$ cat config.mk
export PLATFORM = sky130hd
export DESIGN_NAME = if_stage_pc_fetch_flat
export DESIGN_NICKNAME = d
export VERILOG_FILES = /design/src/rtl/cpu_pkg.sv /design/src/rtl/if_stage_pc_fetch_if.sv /design/src/rtl/if_stage_pc_fetch_ifid_pipe_reg.sv /design/src/rtl/if_stage_pc_fetch.sv /design/src/flat_wrapper.sv
export SDC_FILE = /design/constraint.sdc
export NUM_CORES = 1
export LEC_CHECK = 0
export CAP_MARGIN = 20
export CORE_MARGIN = 2
export CORE_UTILIZATION = 46
export CTS_CLUSTER_SIZE = 16
export DETAILED_ROUTE_END_ITERATION = 7
export PLACE_DENSITY = 0.77
export SYNTH_ARGS = -nofsm -noshare
export SYNTH_HDL_FRONTEND = slang
export SYNTH_SLANG_ARGS = --single-unit
$ cat constraint.sdc
create_clock -name clk -period 2.82 [get_ports clk]
set_clock_uncertainty 0.15 [all_clocks]
set_input_delay 0.564 -clock clk [delete_from_list [all_inputs] [get_ports clk]]
set_output_delay 0.564 -clock clk [all_outputs]
set_load 0.1 [all_outputs]
$ cat src/rtl/cpu_pkg.sv
// Constants and types shared by the pipeline stages of the MIPS core.
package cpu_pkg;

    localparam int unsigned XLEN = 32;
    localparam logic [XLEN-1:0] NOP_INSTR = 32'h0000_0000;  // sll $0,$0,0

    typedef enum logic [1:0] {
        FETCH = 2'd0,
        HOLD  = 2'd1,
        DRAIN = 2'd2
    } fetch_state_e;

endpackage

$ cat src/rtl/if_stage_pc_fetch_if.sv
// Ready/valid instruction-memory request bus between the fetch stage and imem.
interface if_stage_pc_fetch_if #(
    parameter int unsigned XLEN = cpu_pkg::XLEN
) ();

    logic            imem_req;
    logic [XLEN-1:0] imem_addr;
    logic            imem_ready;
    logic [XLEN-1:0] imem_rdata;

    modport master (
        output imem_req,
        output imem_addr,
        input  imem_ready,
        input  imem_rdata
    );

    modport slave (
        input  imem_req,
        input  imem_addr,
        output imem_ready,
        output imem_rdata
    );

endinterface

$ cat src/rtl/if_stage_pc_fetch_ifid_pipe_reg.sv
// IF/ID pipeline register with flush (highest), load and implicit hold.
module ifid_pipe_reg #(
    parameter int unsigned     XLEN      = cpu_pkg::XLEN,
    parameter logic [XLEN-1:0] NOP_INSTR = cpu_pkg::NOP_INSTR
) (
    input  logic            clk,
    input  logic            rst_n,
    input  logic            load_i,
    input  logic            flush_i,
    input  logic [XLEN-1:0] instr_i,
    input  logic [XLEN-1:0] pc_plus_4_i,
    output logic            valid_o,
    output logic [XLEN-1:0] instr_o,
    output logic [XLEN-1:0] pc_plus_4_o
);

    logic            valid_q;
    logic [XLEN-1:0] instr_q;
    logic [XLEN-1:0] pc_plus_4_q;

    // NOTE: sequential state uses non-blocking assignments so every flop samples pre-edge values.
    always_ff @(posedge clk) begin
        if (!rst_n) begin
            valid_q     <= 1'b0;
            instr_q     <= NOP_INSTR;
            pc_plus_4_q <= '0;
        end else if (flush_i) begin
            valid_q <= 1'b0;
            instr_q <= NOP_INSTR;
        end else if (load_i) begin
            valid_q     <= 1'b1;
            instr_q     <= instr_i;
            pc_plus_4_q <= pc_plus_4_i;
        end
    end

    assign valid_o     = valid_q;
    assign instr_o     = instr_q;
    assign pc_plus_4_o = pc_plus_4_q;

endmodule

$ cat src/rtl/if_stage_pc_fetch.sv
// Instruction-fetch stage: PC register, imem request FSM and IF/ID load/flush control.
module if_stage_pc_fetch #(
    parameter int unsigned     XLEN      = cpu_pkg::XLEN,
    parameter logic [XLEN-1:0] RESET_PC  = 32'h0000_0000,
    parameter logic [XLEN-1:0] NOP_INSTR = cpu_pkg::NOP_INSTR
) (
    input  logic                       clk,
    input  logic                       rst_n,
    input  logic [XLEN-1:0]            next_pc_in,
    input  logic                       redirect,
    input  logic                       stall,
    if_stage_pc_fetch_if.master        imem,
    output logic [XLEN-1:0]            pc_out,
    output logic [XLEN-1:0]            pc_plus_4_out,
    output logic                       ifid_valid,
    output logic [XLEN-1:0]            ifid_instr,
    output logic [XLEN-1:0]            ifid_pc_plus_4
);

    import cpu_pkg::*;

    localparam logic [XLEN-1:0] ALIGN_MASK = ~XLEN'(3);

    fetch_state_e    state_q, state_d;
    logic [XLEN-1:0] pc_q, pc_d;
    logic [XLEN-1:0] pend_pc_q, pend_pc_d;
    logic [XLEN-1:0] buf_q, buf_d;
    logic [XLEN-1:0] target_pc;
    logic            ifid_load, ifid_flush;
    logic [XLEN-1:0] ifid_instr_d;

    assign target_pc     = next_pc_in & ALIGN_MASK;
    assign pc_plus_4_out = pc_q + XLEN'(4);
    assign pc_out        = pc_q;

    // Request is gated by reset so an abandoned fetch never looks outstanding.
    assign imem.imem_req  = rst_n && (state_q != HOLD);
    assign imem.imem_addr = {pc_q[XLEN-1:2], 2'b00};

    always_comb begin
        // NOTE: every combinational output gets a default first so no latch is inferred.
        state_d      = state_q;
        pc_d         = pc_q;
        pend_pc_d    = pend_pc_q;
        buf_d        = buf_q;
        ifid_load    = 1'b0;
        ifid_flush   = 1'b0;
        ifid_instr_d = buf_q;

        case (state_q)
            FETCH: begin
                if (redirect) begin
                    ifid_flush = 1'b1;
                    if (imem.imem_ready) begin
                        pc_d = target_pc;
                    end else begin
                        pend_pc_d = target_pc;
                        state_d   = DRAIN;
                    end
                end else if (imem.imem_ready) begin
                    if (stall) begin
                        buf_d   = imem.imem_rdata;
                        state_d = HOLD;
                    end else begin
                        ifid_load    = 1'b1;
                        ifid_instr_d = imem.imem_rdata;
                        pc_d         = target_pc;
                    end
                end
            end
            HOLD: begin
                if (redirect) begin
                    ifid_flush = 1'b1;
                    pc_d       = target_pc;
                    state_d    = FETCH;
                end else if (!stall) begin
                    ifid_load = 1'b1;
                    pc_d      = target_pc;
                    state_d   = FETCH;
                end
            end
            DRAIN: begin
                // The stale response is dropped; the newest redirect target always wins.
                if (redirect) begin
                    ifid_flush = 1'b1;
                    if (imem.imem_ready) begin
                        pc_d    = target_pc;
                        state_d = FETCH;
                    end else begin
                        pend_pc_d = target_pc;
                    end
                end else if (imem.imem_ready) begin
                    pc_d    = pend_pc_q;
                    state_d = FETCH;
                end
            end
            default: state_d = FETCH;
        endcase
    end

    always_ff @(posedge clk) begin
        if (!rst_n) begin
            state_q   <= FETCH;
            pc_q      <= RESET_PC & ALIGN_MASK;
            pend_pc_q <= '0;
            buf_q     <= NOP_INSTR;
        end else begin
            state_q   <= state_d;
            pc_q      <= pc_d;
            pend_pc_q <= pend_pc_d;
            buf_q     <= buf_d;
        end
    end

    ifid_pipe_reg #(
        .XLEN      (XLEN),
        .NOP_INSTR (NOP_INSTR)
    ) u_ifid (
        .clk         (clk),
        .rst_n       (rst_n),
        .load_i      (ifid_load),
        .flush_i     (ifid_flush),
        .instr_i     (ifid_instr_d),
        .pc_plus_4_i (pc_plus_4_out),
        .valid_o     (ifid_valid),
        .instr_o     (ifid_instr),
        .pc_plus_4_o (ifid_pc_plus_4)
    );

endmodule

$ cat src/flat_wrapper.sv
// flat-port wrapper written by rule: the top's interface ports become plain ports
module if_stage_pc_fetch_flat import cpu_pkg::*;
#(
    parameter int unsigned     XLEN      = cpu_pkg::XLEN,
    parameter logic [XLEN-1:0] RESET_PC  = 32'h0000_0000,
    parameter logic [XLEN-1:0] NOP_INSTR = cpu_pkg::NOP_INSTR
)
  (clk, rst_n, next_pc_in, redirect, stall, pc_out, pc_plus_4_out, ifid_valid, ifid_instr, ifid_pc_plus_4, imem_imem_req, imem_imem_addr, imem_imem_ready, imem_imem_rdata);
  if_stage_pc_fetch_if #(.XLEN(XLEN)) imem_i ();
  input  logic clk;
  input  logic rst_n;
  input  logic [XLEN-1:0] next_pc_in;
  input  logic redirect;
  input  logic stall;
  output logic [XLEN-1:0] pc_out;
  output logic [XLEN-1:0] pc_plus_4_out;
  output logic ifid_valid;
  output logic [XLEN-1:0] ifid_instr;
  output logic [XLEN-1:0] ifid_pc_plus_4;
  output wire logic [$bits(imem_i.imem_req)-1:0] imem_imem_req;
  output wire logic [$bits(imem_i.imem_addr)-1:0] imem_imem_addr;
  input wire logic [$bits(imem_i.imem_ready)-1:0] imem_imem_ready;
  input wire logic [$bits(imem_i.imem_rdata)-1:0] imem_imem_rdata;
  assign imem_imem_req = imem_i.imem_req;
  assign imem_imem_addr = imem_i.imem_addr;
  assign imem_i.imem_ready = imem_imem_ready;
  assign imem_i.imem_rdata = imem_imem_rdata;
  if_stage_pc_fetch #(.XLEN(XLEN), .RESET_PC(RESET_PC), .NOP_INSTR(NOP_INSTR)) u_core (.clk(clk), .rst_n(rst_n), .next_pc_in(next_pc_in), .redirect(redirect), .stall(stall), .imem(imem_i), .pc_out(pc_out), .pc_plus_4_out(pc_plus_4_out), .ifid_valid(ifid_valid), .ifid_instr(ifid_instr), .ifid_pc_plus_4(ifid_pc_plus_4));
endmodule
-- After elaboration in Yosys (flattened, before gate mapping)
Index checks and enable logic that the tools add are counted.
- flip-flop bits (word level): 161
- bits in latches: 0
- memory bits (writable): 0
- memory bits (read-only): 0
- bits of input ports: 69
- output and inout port bits: 162
- logic and storage cells: 59
- memories: 0
- add/subtract/negate cells: 1
- $mul: 0
- divide/modulo/power cells: 0
- $lt $le $gt $ge: 0
- eq/ne operators: 9
- shift operators: 0
- mux-type cells: 27
- bitwise logic cells: 4
- reductions and logical operators: 11
- operator list (cell ; number):
    2-to-1 mux 32 bit ; 11
    one-hot mux 32 bit (3 select lines) ; 1
    adder 32 x 3 -> 32 bit (second input constant) ; 1
    inequality test 3 bit (second input constant) ; 5
    2-to-1 mux 2 bit ; 7
    2-to-1 mux 1 bit ; 6
    one-hot mux 2 bit (3 select lines) ; 1
    AND reduction 3 bit ; 2
    AND reduction 5 bit ; 1
    inverter 1 bit ; 4
    AND reduction 4 bit ; 1
    OR reduction 2 bit ; 2
    nonzero test 3 bit ; 1
    OR reduction 3 bit ; 1
    equality test 2 x 1 -> 1 bit (second input constant) ; 1
    equality test 2 bit (second input constant) ; 1
    logical NOT 2 bit ; 1
    inequality test 2 x 1 -> 1 bit (second input constant) ; 1
    inequality test 2 bit (second input constant) ; 1
    one-hot mux 1 bit (2 select lines) ; 1
    AND reduction 2 bit ; 1
    logical AND 1 bit ; 1

-- Logic depth before layout (Yosys ltp)
Gate-level depths: netlist of the first run.
- word-level depth: 5
- mapped depth: 9
- depth with buffers taken out: 7

-- Hierarchy
Synthesis of the first run repeated with hierarchy kept, for this count alone.
- cell total of the unflattened synthesis: 828
- area, all modules: 7382.1 µm²
- by module, submodules not included (module ; times used ; cells an instance ; area each (µm²) ; seq. area each (µm²)):
    if_stage_pc_fetch ; 1 ; 580 ; 4926.0 ; 1921.8
    ifid_pipe_reg ; 1 ; 248 ; 2456.1 ; 1301.2

-- Worst setup path before layout of the first run
No wires, ideal clock.
- path type: register to output
- from: register u_core.pc_q[2] (netlist: u_core.pc_out[2])
- to: output port pc_plus_4_out[30]
- data arrival time: 3.568 ns
- required time: 2.106 ns
- setup slack: -1.462 ns
- stages on the path, launching flop included: 7
- cells stage by stage: dfxtp_1 ha_1 and3_1 and4_1 buf_4 nand4_1 xnor2_1
- cells in the longest elaborated chain, start to end: 1
- ends and longest elaborated chain (item ; line ; text):
    from (decl) ; if_stage_pc_fetch.sv:25 ; logic [XLEN-1:0] pc_q, pc_d;
    from (signal assigned) ; if_stage_pc_fetch.sv:104 ; pc_q <= RESET_PC & ALIGN_MASK;
    from (signal assigned) ; if_stage_pc_fetch.sv:109 ; pc_q <= pc_d;
    adder 32 x 3 -> 32 bit ; if_stage_pc_fetch.sv:33 ; assign pc_plus_4_out = pc_q + XLEN'(4);
    to (decl) ; flat_wrapper.sv:16 ; output logic [XLEN-1:0] pc_plus_4_out;
No other way between the ends.

-- Final worst setup path of the first run
- from: register u_core.pc_q[8] (netlist: u_core.pc_out[8])
- to: output port pc_plus_4_out[28]
Same word-level chain as after synthesis.

==> results of run 1 <==
==> sequential cells by signal (all words and copies together), names as in the netlist <==
name / count
u_core.u_ifid.instr_o: 32
u_core.state_q: 2
u_core.u_ifid.pc_plus_4_o: 32
u_core.pend_pc_q: 30
u_core.pc_out: 32
u_core.u_ifid.valid_o: 1
u_core.buf_q: 32
==> Yosys cell counts, types with 8 or more instances <==
library cell | count | area (µm²)
dfxtp_1 | 161 | 3220
nor2_1 | 64 | 240
a22oi_1 | 30 | 225
buf_4 | 39 | 293
mux2i_1 | 45 | 450
clkbuf_1 | 36 | 135
inv_1 | 28 | 105
buf_2 | 18 | 90.1
xor2_1 | 8 | 70.1
a21oi_1 | 76 | 380
xnor2_1 | 20 | 175
a211oi_1 | 38 | 285
and3_1 | 10 | 62.6
o21ai_0 | 44 | 220
nand2_1 | 167 | 627
nand4_1 | 12 | 75.1
==> per-layer routing <==
metal,GRT usage (%),part of all wire (%),vias up
met3,5.76,5.7,20
met5,0,0,-
met4,8.27,2.0,0
li1,-,-,3212
met2,36.5,50,192
met1,29.0,42,2949
==> power by group through the flow <==
| stage | Sequential (W) | Combinational, W | Clock [W] |
|---|---|---|---|
| after floorplan | 0.00313 | 0.00116 | 0 |
| after global placement | 0.00258 | 0.00229 | 0 |
| after detailed placement | 0.00259 | 0.00230 | 0 |
| after CTS | 0.00254 | 0.00231 | 0.00242 |
| after global routing | 0.00256 | 0.00241 | 0.00252 |
| final | 0.00254 | 0.00232 | 0.00237 |
==> how the worst max path moves through the flow <==
stage | endpoint | cells after the start | start | slack, ps
3_5_place_dp | pc_plus_4_out[26] | 7 | u_core.pc_out[2]$_SDFFE_PN0P_ | 150
6_report | pc_plus_4_out[28] | 6 | u_core.pc_out[8]$_SDFFE_PN0P_ | 30
5_1_grt | pc_plus_4_out[17] | 6 | u_core.pc_out[10]$_SDFFE_PN0P_ | -110
2_1_floorplan | pc_plus_4_out[26] | 7 | u_core.pc_out[2]$_SDFFE_PN0P_ | 4
4_1_cts | pc_plus_4_out[26] | 7 | u_core.pc_out[3]$_SDFFE_PN0P_ | 3
3_3_place_gp | pc_plus_4_out[26] | 7 | u_core.pc_out[2]$_SDFFE_PN0P_ | 180
==> timing repair <==
action	in CTS	in global routing
pin swaps	7	7
endpoints found under the setup margin	13	15
gates resized for setup	10	7
endpoints found under the hold margin	0	0
buffers inserted	5	7
==> stage by stage <==
step | std cells | hold slack [ps] | setup WS (ps)
after CTS | 1224 | 304 | 2.79
after global placement | 1189 | 290 | 179
after floorplan | 847 | 286 | 4.01
after detailed placement | 1189 | 296 | 152
final | 1231 | 301 | 27.5
after global routing | 1231 | 316 | -106
==> cell families (layout without fill, tap and decap cells) <==
family	count (synthesis)	count (layout)
buffers and inverters	123	319
DFF	161	161
AOI/OAI and AO/OA	199	199
muxes	45	45
adders and majority gates	5	5
xor gates and xnor gates	28	28
and+or+nand+nor	284	284
other	1	2
==> final cells by class <==
type	count	area share, %
clock buffer	21	4.60
clock inverter	9	1.26
inverter	29	1.17
multi-input combinational	563	33.6
sequential	161	32.2
tap	188	2.29
timing repair buffer	260	24.9
==> worst register-to-register path: stages (launching register included) <==
cell,delay (ps)
dfxtp_1,350
inv_1,130
ha_1,360
nand2_2,150
a211oi_4,440
buf_12,260
nor2_1,90
a31o_2,220
==> results by group, run 1 <==
Outcome
  – Outcome: completed

Final layout
  – Fin nets: 1106
  – Design Area, Final: 0.0103 mm²
  – Register area: about 0.0033 mm²
  – # diodes: 0
  – Syn-to-layout area delta: 45.7%
  – Area of the multi-input gates: 0.00344 mm²
  – Most frequent cells in the layout: nand2_1, buf_4, dfxtp_1, a21oi_1, clkdlybuf4s50_1
  – Share of cells above drive strength 1: approximately 28%
  – Leading cell type in the layout, fill and taps excluded: nand2_1
  – Util after Layout: between 60 and 70%
  – # fillers: 1256

Power and ir drop
  – Power Internal: between 0.004 and 0.005 W
  – Switching Power: around 0.0027 W
  – Worst IR Drop VDD: roughly 0.42 mV
  – Reported leakage power: approximately 4 nW
  – Power share of the clock group: 32.7%
  – Pwr per Cell Area: 705 mW/mm²
  – Switching share of power: 37.8%
  – Sequential power share: 35.1%
  – Final Total Pwr: 0.00724 W
  – Comb pwr share: between 30% and 40%

STA
  – Setup TNS after final layout: 0 ps
  – Post-layout minimum cycle time: around 2800 ps
  – Worst slew margin: ~54%
  – Top achievable clock speed: between 300 and 400 MHz
  – Period utilization: slightly below 100%
  – Tightest Pin Transition: roughly 690 ps
  – Final setup viols: 0
  – Pins Over Slew Limit: 0
  – RSZ-0062 raised after global routing: true
  – Final-report hold violation count: 0

Die
  – # IOs: 231
  – Die H: around 130 µm
  – Std-Cell Rows: 45
  – Initial Util: between 40% and 50%
  – Placeable Area: approximately 0.015 mm²
  – Die W: 128 µm
  – Die area: between 0.015 and 0.02 mm²

Critical path
  – CP max stage cell: dfxtp_4
  – Crit path largest cell delay: about 400 ps
  – RR Endpoint: u_core.u_ifid.pc_plus_4_o[30]$_SDFFE_PN0P_
  – CP required: ~2100 ps
  – Reg-to-Reg Start: u_core.state_q[0]$_SDFFE_PN0P_
  – Crit. End Element: primary output
  – Crit path max fanout: 8
  – Critical path class: reg2out
  – CP bufs+invs: 2
  – R2R cell count: 7
  – Worst EP arrival: between 2000 and 2500 ps
  – Crit path max-delay family: simple AND/OR/NAND/NOR gates
  – Crit-path cells: and4_4, and4_4, nand4_1, xor2_2, clkinvlp_4, buf_12
  – Most used cell, CP: and4_4
  – CP startpoint kind: flop
  – R2R setup slack: around 560 ps

Synthesis
  – Synth Area in XOR/XNOR: ~3.5%
  – Simple-Gate Fraction of Synth Area: 17.1%
  – Yosys cell types: 38
  – Area fraction in compound gates after synthesis: 17.3%
  – Mapped Area: a little over 0.007 mm²
  – Fraction of the mapped netlist area in adder cells: less than 1%
  – Synth async-reset ratio: 0%
  – Seq/Total Area, Yosys: around 46%
  – Number of synthesized flops with an enable pin: 0
  – Multiplexer area fraction after synthesis: approximately 6.4%
  – Syn Inst Count: approximately 850
  – Synth Register Bits: ~160
  – Largest family of logic cells by synthesized area: compound AO/OA/AOI/OAI gates
  – Syn Area/Cell: 8.32 µm²
  – Prevailing post-synth register cell: dfxtp_1
  – Ys Warns: 0

Global routing
  – First-pass GRT wire length: between 20000 and 30000 µm
  – Global Route Usage Sum: roughly 22%
  – Vias in the first global route: approximately 5700
  – Largest net degree at the start of global routing: between 60 and 70
  – Total grt overflow: 0
  – Initial antenna violation count: 0

Clock tree
  – Hold-fix buffer count after cts: 0
  – Htree depth: 4
  – Clk_lat worst skew: 410 ps
  – Root buf cell: clkbuf_16
  – Sink Count: 161
  – CTS tree: built
  – CTS max path bufs: 2
  – CTS Buf Count: 17
  – Clock slew at reported path FFs: approximately 60 ps

Route
  – DR vias/cell: roughly 5.2
  – Vias: about 6400
  – DRT antenna net count: 0
  – Iteration-0 DRC Markers: between 300 and 400
  – DRT Pass-1 Iters: 6
  – Post-Route WL: 18900 µm
  – WL per Instance: 15.4 µm
  – Post-route DRC: 0

Min path
  – Worst Hold Path Cells: 2
  – Hold/Removal Path Class: reg2reg
  – Hold_sp: u_core.buf_q[15]$_SDFFE_PN0P_
  – Worst hold endpoint: u_core.buf_q[15]$_SDFFE_PN0P_

Placed design
  – RePlAce Congestion: 0.826
  – PortBufs: 226
  – Post-DP HPWL: roughly 13000 µm
  – Cell area after placement: 0.00948 mm²

Flow run
  – Max-cap viol count: 0
No activity file was read; power rests on OpenSTA's default activity.
==> inputs of run 2 (changes only) <==
--- a/config.mk
+++ b/config.mk
@@ -7,10 +7,10 @@
 export LEC_CHECK = 0
 export CAP_MARGIN = 20
 export CORE_MARGIN = 2
-export CORE_UTILIZATION = 46
+export CORE_UTILIZATION = 41
 export CTS_CLUSTER_SIZE = 16
 export DETAILED_ROUTE_END_ITERATION = 7
-export PLACE_DENSITY = 0.77
+export PLACE_DENSITY = 0.7
 export SYNTH_ARGS = -nofsm -noshare
 export SYNTH_HDL_FRONTEND = slang
 export SYNTH_SLANG_ARGS = --single-unit
==> results by group, run 2 (synthesis results as in run 1) <==
Global routing
  – Initial antenna violation count: 0
  – Largest net degree at the start of global routing: 84
  – First-pass GRT wire length: around 31000 µm
  – Vias in the first global route: a little under 6000
  – GRT met2 Usage: 34.9%
  – Total grt overflow: 0
  – Met3 global-route usage: 4.54%
  – Met1 Use GR: 27.1%
  – Global Route Usage Sum: 21.0%
  – Gr busiest metal: met2

STA
  – Period utilization: between 90% and 100%
  – Final setup viols: 0
  – Top achievable clock speed: between 300 and 400 MHz
  – Final-report hold violation count: 0
  – Pins Over Slew Limit: 0
  – Worst hold margin: 301 ps
  – Post-layout minimum cycle time: ~2800 ps
  – RSZ-0062 raised after global routing: true
  – Setup TNS after final layout: 0 ps

Clock tree
  – Hold-fix buffer count after cts: 0
  – Clk_lat worst skew: 420 ps
  – CTS max path bufs: 2
  – CTS Buf Count: 17
  – Htree depth: 4
  – Clock slew at reported path FFs: 60 ps
  – Root buf cell: clkbuf_16
  – Sink Count: around 160
  – CTS tree: built

Critical path
  – CP max stage cell: dfxtp_4
  – Crit. End Element: primary output
  – Worst EP arrival: about 2100 ps
  – CP bufs+invs: 2
  – Critical path class: reg2out
  – CP startpoint kind: flop
  – Crit path max fanout: 8
  – Crit-path cells: ha_4, and3_1, and4_4, nand4_1, xor2_2, clkinvlp_4, buf_12
  – CP required: between 2000 and 2500 ps
  – Crit path max-delay family: simple AND/OR/NAND/NOR gates
  – Crit path largest cell delay: between 300 and 400 ps

Power and ir drop
  – Switching share of power: 39.0%
  – Power Internal: approximately 0.0044 W
  – Sequential power share: roughly a third
  – Worst IR Drop VDD: between 0.4 and 0.5 mV
  – Comb pwr share: between 30% and 40%
  – Pwr per Cell Area: just under 700 mW/mm²
  – Reported leakage power: between 4 and 5 nW
  – Power share of the clock group: a little under a third
  – Switching Power: 0.00279 W

Route
  – DRT antenna net count: 0
  – DRT Pass-1 Iters: 5
  – Post-route DRC: 0
  – DR vias/cell: 5.00
  – WL per Instance: 15.4 µm
  – Post-Route WL: 19600 µm
  – Vias: approximately 6400
  – Iteration-0 DRC Markers: between 300 and 400

Flow run
  – Max-cap viol count: 0

Placed design
  – Cell area after placement: 0.00950 mm²
  – Post-DP HPWL: roughly 13000 µm
  – RePlAce Congestion: between 0.8 and 0.9
  – PortBufs: approximately 230

Die
  – Initial Util: between 40% and 50%
  – # IOs: approximately 230
  – Std-Cell Rows: 47
  – Die W: roughly 140 µm
  – Placeable Area: 0.0167 mm²
  – Die area: 0.0182 mm²
  – Die H: 135 µm

Final layout
  – Util after Layout: 61.9%
  – Fin nets: 1112
  – # diodes: 0
  – Leading cell type in the layout, fill and taps excluded: nand2_1
  – Design Area, Final: slightly above 0.01 mm²
  – Most frequent cells in the layout: nand2_1, buf_4, dfxtp_1, a21oi_1, clkdlybuf4s50_1
  – Syn-to-layout area delta: 46.8%
  – Share of cells above drive strength 1: 29.1%
  – # fillers: roughly 1400

Outcome
  – Outcome: completed

Min path
  – Hold/Removal Path Class: reg2reg
run 2: cell count changes in the layout (fill, tap and decap cells not counted), sizes merged:
cell,before,now
clkinvlp,4,5
clkinv,3,5
clkbuf,21,22
bufinv,3,1
buf,194,200
run 2: worst min-delay path, cell delays in order, from the launching register on:
cell	delay (ps)
dfxtp_1	310
nand2_1	50
a21oi_1	50
run 2: power groups by stage:
stage | clock network, W | registers (W) | logic (W)
6_report | 0.00228 | 0.00252 | 0.00236
3_5_place_dp | 0 | 0.00259 | 0.00230
5_1_grt | 0.00243 | 0.00254 | 0.00246
2_1_floorplan | 0 | 0.00313 | 0.00116
4_1_cts | 0.00233 | 0.00253 | 0.00234
3_3_place_gp | 0 | 0.00258 | 0.00229
run 2: timing repair:
item / 4_1_cts / 5_1_grt
endpoints found under the setup margin: 15 / 13
endpoints found under the hold margin: 0 / 0
buffers inserted: 8 / 12
gates resized for setup: 14 / 7
pin swaps: 3 / 5
run 2: cell type report:
| type | count | area [µm²] | share of cell area, % |
|---|---|---|---|
| multi-input cells | 563 | 3460 | 33.5 |
| well taps | 220 | 275 | 2.66 |
| clock inverters | 10 | 98.8 | 0.957 |
| repair buffers | 266 | 2590 | 25.0 |
| clock buffers | 22 | 485 | 4.70 |
| inverters | 29 | 120 | 1.16 |
| flip-flops and latches | 161 | 3300 | 32.0 |
run 2: worst paths after layout:
path,startpoint,end,slack (ps),cells after the start
setup / recovery,u_core.pc_out[2]$_SDFFE_PN0P_,pc_plus_4_out[28],10,7
hold / removal,u_core.buf_q[7]$_SDFFE_PN0P_,u_core.buf_q[7]$_SDFFE_PN0P_,300,2
setup reg to reg,u_core.state_q[0]$_SDFFE_PN0P_,u_core.u_ifid.instr_o[16]$_SDFFE_PP0P_,550,7
hold reg to reg,u_core.buf_q[7]$_SDFFE_PN0P_,u_core.buf_q[7]$_SDFFE_PN0P_,300,2
run 2: per-layer routing:
layer | vias to the layer above | routed length, µm
met3 | 27 | 1070
li1 | 3215 | -
met4 | 0 | 359
met2 | 180 | 9730
met1 | 2933 | 8450
met5 | - | 0
run 2: stage by stage:
| step | power (W) | instances | setup slack (ps) |
|---|---|---|---|
| 3_3_place_gp | 0.00488 | 1219 | 216 |
| 3_5_place_dp | 0.00489 | 1219 | 167 |
| 4_1_cts | 0.00720 | 1259 | 0.0129 |
| 5_1_grt | 0.00743 | 1271 | -71.5 |
| 6_report | 0.00716 | 1271 | 14.4 |
| 2_1_floorplan | 0.00429 | 847 | 4.01 |
